==> src/rtl/wm8731_cfg_sequencer.sv <==
// WM8731 register-write sequencer: walks the codec init table, then forwards
// single runtime writes, all through one shared I2C master.
module wm8731_cfg_sequencer #(
  parameter logic [7:0] DEV_ADDR   = 8'h34,
  parameter int         GAP_CYCLES = 500,
  parameter int         MAX_RETRY  = 3
) (
  input  logic        clk,
  input  logic        rst,
  input  logic        cfg_start,
  input  logic        wr_req,
  input  logic [6:0]  wr_reg,
  input  logic [8:0]  wr_data,
  output logic        wr_ack,
  output logic        i2c_start,
  output logic [23:0] i2c_word,
  input  logic        i2c_busy,
  input  logic        i2c_done,
  input  logic        i2c_nack,
  output logic        busy,
  output logic        cfg_done,
  output logic        cfg_error
);

  localparam int GW = $clog2(GAP_CYCLES + 1);
  localparam int RW = (MAX_RETRY > 0) ? $clog2(MAX_RETRY + 1) : 1;

  localparam logic [2:0] S_IDLE  = 3'd0;
  localparam logic [2:0] S_LOAD  = 3'd1;
  localparam logic [2:0] S_ISSUE = 3'd2;
  localparam logic [2:0] S_WAIT  = 3'd3;
  localparam logic [2:0] S_GAP   = 3'd4;
  localparam logic [2:0] S_DONE  = 3'd5;
  localparam logic [2:0] S_ERR   = 3'd6;

  logic [2:0]    state;
  logic [3:0]    index;
  logic [RW-1:0] retry;
  logic [GW-1:0] gap_cnt;
  logic          rt;
  logic          pend;

  // {reg[6:0], data[8:0]} per init step; the final entry activates the codec
  function automatic logic [15:0] entry(input logic [3:0] i);
    case (i)
      4'd0:    entry = {7'd15, 9'h000};
      4'd1:    entry = {7'd0,  9'h017};
      4'd2:    entry = {7'd1,  9'h017};
      4'd3:    entry = {7'd2,  9'h079};
      4'd4:    entry = {7'd3,  9'h079};
      4'd5:    entry = {7'd4,  9'h012};
      4'd6:    entry = {7'd5,  9'h000};
      4'd7:    entry = {7'd6,  9'h000};
      4'd8:    entry = {7'd7,  9'h00A};
      4'd9:    entry = {7'd8,  9'h000};
      default: entry = {7'd9,  9'h001};
    endcase
  endfunction

  assign busy = !(state == S_IDLE || state == S_DONE || state == S_ERR);

  always_ff @(posedge clk or posedge rst) begin
    if (rst) begin
      state     <= S_IDLE;
      index     <= '0;
      retry     <= '0;
      gap_cnt   <= '0;
      rt        <= 1'b0;
      pend      <= 1'b0;
      i2c_word  <= '0;
      i2c_start <= 1'b0;
      wr_ack    <= 1'b0;
      cfg_done  <= 1'b0;
      cfg_error <= 1'b0;
    end else begin
      i2c_start <= 1'b0;
      wr_ack    <= 1'b0;
      case (state)
        S_IDLE, S_DONE, S_ERR: begin
          if (cfg_start) begin
            state     <= S_LOAD;
            index     <= '0;
            retry     <= '0;
            pend      <= 1'b0;
            rt        <= 1'b0;
            cfg_done  <= 1'b0;
            cfg_error <= 1'b0;
          end else if (state == S_DONE && wr_req && !wr_ack) begin
            // the wr_ack cycle still sees the old request level
            state <= S_LOAD;
            rt    <= 1'b1;
            retry <= '0;
            pend  <= 1'b0;
          end
        end
        S_LOAD: begin
          i2c_word <= rt ? {DEV_ADDR, wr_reg, wr_data}
                         : {DEV_ADDR, entry(index)};
          state    <= S_ISSUE;
        end
        S_ISSUE: begin
          if (!i2c_busy) begin
            i2c_start <= 1'b1;
            state     <= S_WAIT;
          end
        end
        S_WAIT: begin
          if (i2c_done) begin
            if (!i2c_nack) begin
              retry   <= '0;
              pend    <= 1'b0;
              gap_cnt <= '0;
              state   <= S_GAP;
            end else if (retry < RW'(MAX_RETRY)) begin
              retry   <= retry + RW'(1);
              pend    <= 1'b1;
              gap_cnt <= '0;
              state   <= S_GAP;
            end else if (rt) begin
              retry     <= '0;
              cfg_error <= 1'b1;
              state     <= S_DONE;
            end else begin
              retry     <= '0;
              cfg_error <= 1'b1;
              cfg_done  <= 1'b0;
              state     <= S_ERR;
            end
          end
        end
        S_GAP: begin
          if (gap_cnt == GW'(GAP_CYCLES - 1)) begin
            gap_cnt <= '0;
            if (pend) begin
              pend  <= 1'b0;
              state <= S_LOAD;
            end else if (rt) begin
              wr_ack <= 1'b1;
              state  <= S_DONE;
            end else if (index == 4'd10) begin
              cfg_done <= 1'b1;
              state    <= S_DONE;
            end else begin
              index <= index + 4'd1;
              state <= S_LOAD;
            end
          end else begin
            gap_cnt <= gap_cnt + GW'(1);
          end
        end
        default: state <= S_IDLE;
      endcase
    end
  end

endmodule

==> config.mk <==
export PLATFORM = sky130hd
export DESIGN_NAME = wm8731_cfg_sequencer
export DESIGN_NICKNAME = d
export VERILOG_FILES = /design/src/rtl/wm8731_cfg_sequencer.sv
export SDC_FILE = /design/constraint.sdc
export NUM_CORES = 1
export LEC_CHECK = 0
export ABC_AREA = 0
export CORE_MARGIN = 4
export CORE_UTILIZATION = 50
export DETAILED_ROUTE_END_ITERATION = 8
export PLACE_DENSITY = 0.79
export SLEW_MARGIN = 20
export SYNTH_ARGS = -nofsm -noshare
export SYNTH_HDL_FRONTEND = slang
export SYNTH_SLANG_ARGS = --single-unit
==> constraint.sdc <==
create_clock -name clk -period 2.7 [get_ports clk]
set_input_delay 0.54 -clock clk [delete_from_list [all_inputs] [get_ports clk]]
set_output_delay 0.54 -clock clk [all_outputs]
set_load 0.03 [all_outputs]
== Word-level counts from Yosys, hierarchy flattened ==
Memory sizes are Yosys's and may differ from the RTL's.
Index checks and enable logic that the tools add are counted.
W data, S select, Z words.

* Add/subtract/negate cells: 3
* Multiply operators: 0
* Divide/modulo/power cells: 0
* $lt $le $gt $ge: 1
* Eq/ne operators: 21
* Shift operators: 0
* Multiplexer cells: 59
* Bitwise gates (word level): 0
* Reductions and logical operators: 21

{| class="wikitable"
|+ Operators with widths
! kind !! count
|-
| $mux W9 || 4
|-
| $mux W1 || 26
|-
| $mux W3 || 8
|-
| $ne A2 B2 Y1 const B || 11
|-
| $mux W4 || 5
|-
| $pmux W9 S2 || 1
|-
| $mux W16 || 1
|-
| $mux W2 || 8
|-
| $pmux W3 S5 || 1
|-
| $reduce_and A10 Y1 || 1
|-
| $reduce_and A5 Y1 || 2
|-
| $add A9 B1 Y9 const B || 1
|-
| $eq A3 B3 Y1 const B || 3
|-
| $eq A9 B9 Y1 const B || 1
|-
| $pmux W4 S2 || 1
|-
| $reduce_bool A2 Y1 || 4
|-
| $eq A3 B2 Y1 const B || 2
|-
| $ne A3 B3 Y1 const B || 2
|-
| $pmux W1 S3 || 2
|-
| $reduce_and A3 Y1 || 2
|-
| $reduce_and A6 Y1 || 1
|-
| $add A4 B1 Y4 const B || 1
|-
| $eq A4 B4 Y1 const B || 1
|-
| $pmux W2 S2 || 1
|-
| other kinds (12) || 15
|}

* Register bits after elaboration: 48
* Bits in latches: 0
* RAM bits: 0
* ROM bits: 176
* Bits of input ports: 23
* Output and inout port bits: 29
* Logic and storage cells: 117
* Memories kept: 1

{| class="wikitable"
|+ Memories
! memory !! depth !! width !! read ports !! clocked after memory_dff !! wr ports !! RTL line !! RTL
|-
| (name not given) || 16 || 11 || 1 || 0 || 0 || 45 || <nowiki>case (i)</nowiki>
|}

== Longest topological paths before layout ==
* Word-level depth: 6
* Depth in mapped cells: 7
* Gate-level depth less buffers: 7

== Worst setup path before layout ==
OpenSTA, ideal clock, no wires.

* Path kind: flip-flop to flip-flop
* Start: register index[0]
* End: register index[0]
* Setup time: 0.077 ns
* Arrival: 1.773 ns
* Data required time: 2.623 ns
* Setup slack: 0.850 ns
* Stages on the path, launching flop included: 8
* Path buffers: 0
* Clock period less this slack: 1.850 ns
* Cells stage by stage: dfrtp_1 inv_1 ha_1 and3b_1 a221oi_2 nand2_1 or4_1 o21ai_1

* Longest elaborated chain between the ends: 6
* Elaborated cells between the ends (all ways): 9
* Classes of those cells: add/sub (1); eq/ne (2); mux (5); reduce/logical (1)

{| class="wikitable"
|+ RTL lines
! item !! RTL line !! RTL
|-
| from (decl) || 37 || <nowiki>logic [3:0] index;</nowiki>
|-
| from (signal assigned) || 144 || <nowiki>index <= index + 4'd1;</nowiki>
|-
| $add A4 B1 Y4 || 144 ||
|-
| $mux W4 || 140 || <nowiki>end else if (index == 4'd10) begin</nowiki>
|-
| $mux W4 || 137 || <nowiki>end else if (rt) begin</nowiki>
|-
| $mux W4 || 134 || <nowiki>if (pend) begin</nowiki>
|-
| $mux W4 || 132 || <nowiki>if (gap_cnt == GW'(GAP_CYCLES - 1)) begin</nowiki>
|-
| $pmux W4 S2 || 78 || <nowiki>case (state)</nowiki>
|}

Several ways; a longest one is shown, not always the timed one. The select of a mux whose other input is x is not followed.
A chain may end at the register's enable or synchronous reset.

== Worst setup path in the final report ==
* Start: register state[1]
* End: output port busy

* Longest elaborated chain between the ends: 4
* Elaborated cells between the ends (all ways): 6
* Classes of those cells: eq/ne (2); reduce/logical (4)

{| class="wikitable"
|+ RTL lines
! item !! RTL line !! RTL
|-
| from (decl) || 36 || <nowiki>logic [2:0] state;</nowiki>
|-
| from (signal assigned) || 64 || <nowiki>state <= S_IDLE;</nowiki>
|-
| from (signal assigned) || 81 || <nowiki>state <= S_LOAD;</nowiki>
|-
| from (signal assigned) || 90 || <nowiki>state <= S_LOAD;</nowiki>
|-
| $eq A3 B3 Y1 / $logic_not A3 Y1 (equally long branches) || 60 || <nowiki>assign busy = !(state == S_IDLE || state == S_DONE || state == S_ERR);</nowiki>
|-
| $logic_or A1 B1 Y1 || 60 ||
|-
| $logic_or A1 B1 Y1 (*) || 60 ||
|-
| $logic_not A1 Y1 (*) || 60 ||
|-
| to (decl) || 20 || <nowiki>output logic busy,</nowiki>
|}

Mark *: on every way between the ends. The rest lies on a longest branch, timed or not.

==> impl_metrics.py <==
metrics = {
    "timing": {
        "timing.final.hold_violations": 0,
        "setup_violations": 0,
        "slew_violations": 0,
        "min_period_ps": 2530,
        "clock.fmax_mhz": 395,
        "fin_worst_skew_ps": 5.76,
        "min_period_over_period": 0.937,
        "worstMarginPinSlew_ps": 536,
        "relSlewSlack": 0.643,
        "grt_setup_unrepaired": "no",
        "fin_setup_tns_ps": 0,
    },
    "setup_path": {
        "crit_path_start_kind": "flip-flop",
        "cp.arrival_ps": 1990,
        "end_kind": "primary output",
        "crit_required_ps": 2160,
        "crit_path_max_fanout": 11,
        "path_class": "flip-flop to primary output",
    },
    "die": {
        "die_height_um": 77.7,
        "die_area_sq_mm": 0.00604,
        "start_util": 0.515,
        "fp-row-count": 25,
        "io_pins": 52,
        "core_sq_mm": 0.00472,
        "die_x_um": 77.7,
    },
    "clock_tree": {
        "cts_root_buf": "clkbuf_8",
        "hold_buffers": 0,
        "ctsResizeCount": 0,
        "path_clk_slew_ps": 80,
        "clock-sinks": 41,
        "cts_tree": "yes",
        "cts_buffers": 5,
        "clock_path_buffers": 2,
        "postCtsSetupRepairBufs": 0,
        "cts-htree-levels": 2,
        "clock_latency_ps": 300,
    },
    "synthesis": {
        "yosysTopAreaCell": "dfrtp_1",
        "ys_ff_latch": 41,
        "avgSynthCellArea_sq_um": 8.98,
        "synth_cell_types": 59,
        "synth_top_area_frac": 0.422,
        "synth_area_leaders": "dfrtp_1, o21ai_0, nand2_1, a21oi_1, nor2_1",
        "synthTopCellsByCount": "dfrtp_1, nand2_1, o21ai_0, nor2_1, a21oi_1",
        "async_flop_share": 1.00,
        "yosys_most_used_dff": "dfrtp_1",
        "ys_seq_area_frac": 0.422,
        "synth.most_common_cell": "dfrtp_1",
        "syn_area_sq_mm": 0.00243,
        "synth_edf_count": 0,
        "ys_warn_count": 0,
        "synthCells": 271,
    },
    "global_route": {
        "antenna_found_initial": 0,
        "grt_pass1_vias": 1988,
        "grt_use_met1": 0.258,
        "grt_pass1_wl_um": 9450,
        "grt_max_degree": 42,
        "grt_busiest_layer": "met2",
        "grt_util_all_layers": 0.196,
        "grt_overflow_total": 0,
        "met2_usage": 0.310,
        "use_met3": 0.0476,
    },
    "layout": {
        "syn_to_final_growth_pct": 23.8,
        "insertedDiodeCount": 0,
        "layout-drive-gt1-share": 0.0762,
        "fin_nets": 344,
    },
    "outcome": {
        "outcome": "finished, final reports clean",
    },
    "drt": {
        "drc_errors": 0,
        "routed_wl_um": 5720,
        "vias": 2158,
        "ant_nets": 0,
        "dr.pass1.iters": 4,
        "drt_iter0_markers": 109,
        "viasPerCell": 5.65,
        "routedWlPerCell_um": 15.0,
    },
    "worst_hold_path": {
        "hp-class": "flip-flop to flip-flop",
    },
    "power_and_ir_drop": {
        "power_density_mw_per_mm2": 1040,
        "leakagePower_nw": 1.32,
        "finalPower_w": 0.00314,
        "vdd_drop_max_mv": 0.727,
    },
    "flow_run": {
        "cap_violations": 0,
    },
    "placement": {
        "port_buffers": 46,
        "dpl.hpwl_um": 4010,
        "gp_congestion": 0.904,
    },
}
-- final cells by class --
type | count | area, sq um
repair buffers | 53 | 513
multi-input cells | 205 | 1240
inverters | 8 | 30.0
clock inverters | 1 | 30.0
well taps | 67 | 83.8
flip-flops and latches | 41 | 1030
clock buffers | 7 | 86.3
fillers | 431 | 1710
-- stage by stage --
step | cells | utilization | setup slack, ps | cell area (sq um) | hold slack [ps]
after detailed placement | 374 | 0.613 | 499 | 2890 | 455
after CTS | 382 | 0.637 | 180 | 3010 | 473
after global placement | 374 | 0.613 | 564 | 2890 | 448
after floorplan | 275 | - | 850 | 2450 | 443
after global routing | 382 | 0.637 | 100 | 3010 | 515
final | 382 | 0.637 | 169 | 3010 | 466
-- metal layers --
metal,vias to the layer above,wire (um)
met5,-,0
met4,0,99
met3,10,403
met2,69,2630
met1,1030,2580
li1,1049,-
-- final timing paths --
path	startpoint	end	slack (ps)	cells past startpoint
max reg2reg	index[0]	index[0]	590	7
min reg2reg	i2c_word[7]	i2c_word[7]	470	2
min	i2c_word[7]	i2c_word[7]	470	2
max	state[1]	busy	170	3
max in group asynchronous	rst	gap_cnt[0]	1660	3
min in group asynchronous	rst	cfg_done	670	3
-- cell families after synthesis --
| family | after synthesis | synth area share |
|---|---|---|
| AOI/OAI and AO/OA | 85 | 0.233 |
| and+or+nand+nor | 103 | 0.215 |
| xor gates and xnor gates | 2 | 0.00720 |
| adders and majority gates | 7 | 0.0360 |
| muxes | 3 | 0.0123 |
| other | 1 | 0.00154 |
| buffers and inverters | 29 | 0.0741 |
| DFF | 41 | 0.422 |
-- state kept, by name, indices dropped and copies added, names as in the netlist --
| signal | count |
|---|---|
| i2c_word | 17 |
| gap_cnt | 9 |
| index | 4 |
| state | 3 |
| retry | 2 |
| cfg_done | 1 |
| cfg_error | 1 |
| i2c_start | 1 |
| pend | 1 |
| rt | 1 |
| wr_ack | 1 |
-- worst max-delay path: stages (launching register included) --
cell,delay [ps]
dfrtp_1,500
xnor2_1,300
a21o_1,210
clkdlybuf4s50_1,680
-- cells in the final DEF, fill, tap and decap left out, types with 5 or more instances in the layout --
cell type	instances
conb_1	5
nor2b_1	5
nor3_1	5
buf_4	7
dfrtp_1	41
ha_1	7
clkdlybuf4s50_1	46
o21ai_0	25
nand3_1	11
clkbuf_8	6
nor2_1	24
nand2b_1	7
inv_1	7
a21oi_1	19
nand2_1	31
-- power by group --
part / internal (W) / switching (W) / leakage (nW)
Combinational: 0.000670 / 0.000988 / 0.721
Sequential: 0.000804 / 0.000155 / 0.539
Clock: 0.000302 / 0.000219 / 0.0585
Note: power is estimated with default switching activity, not from simulation.
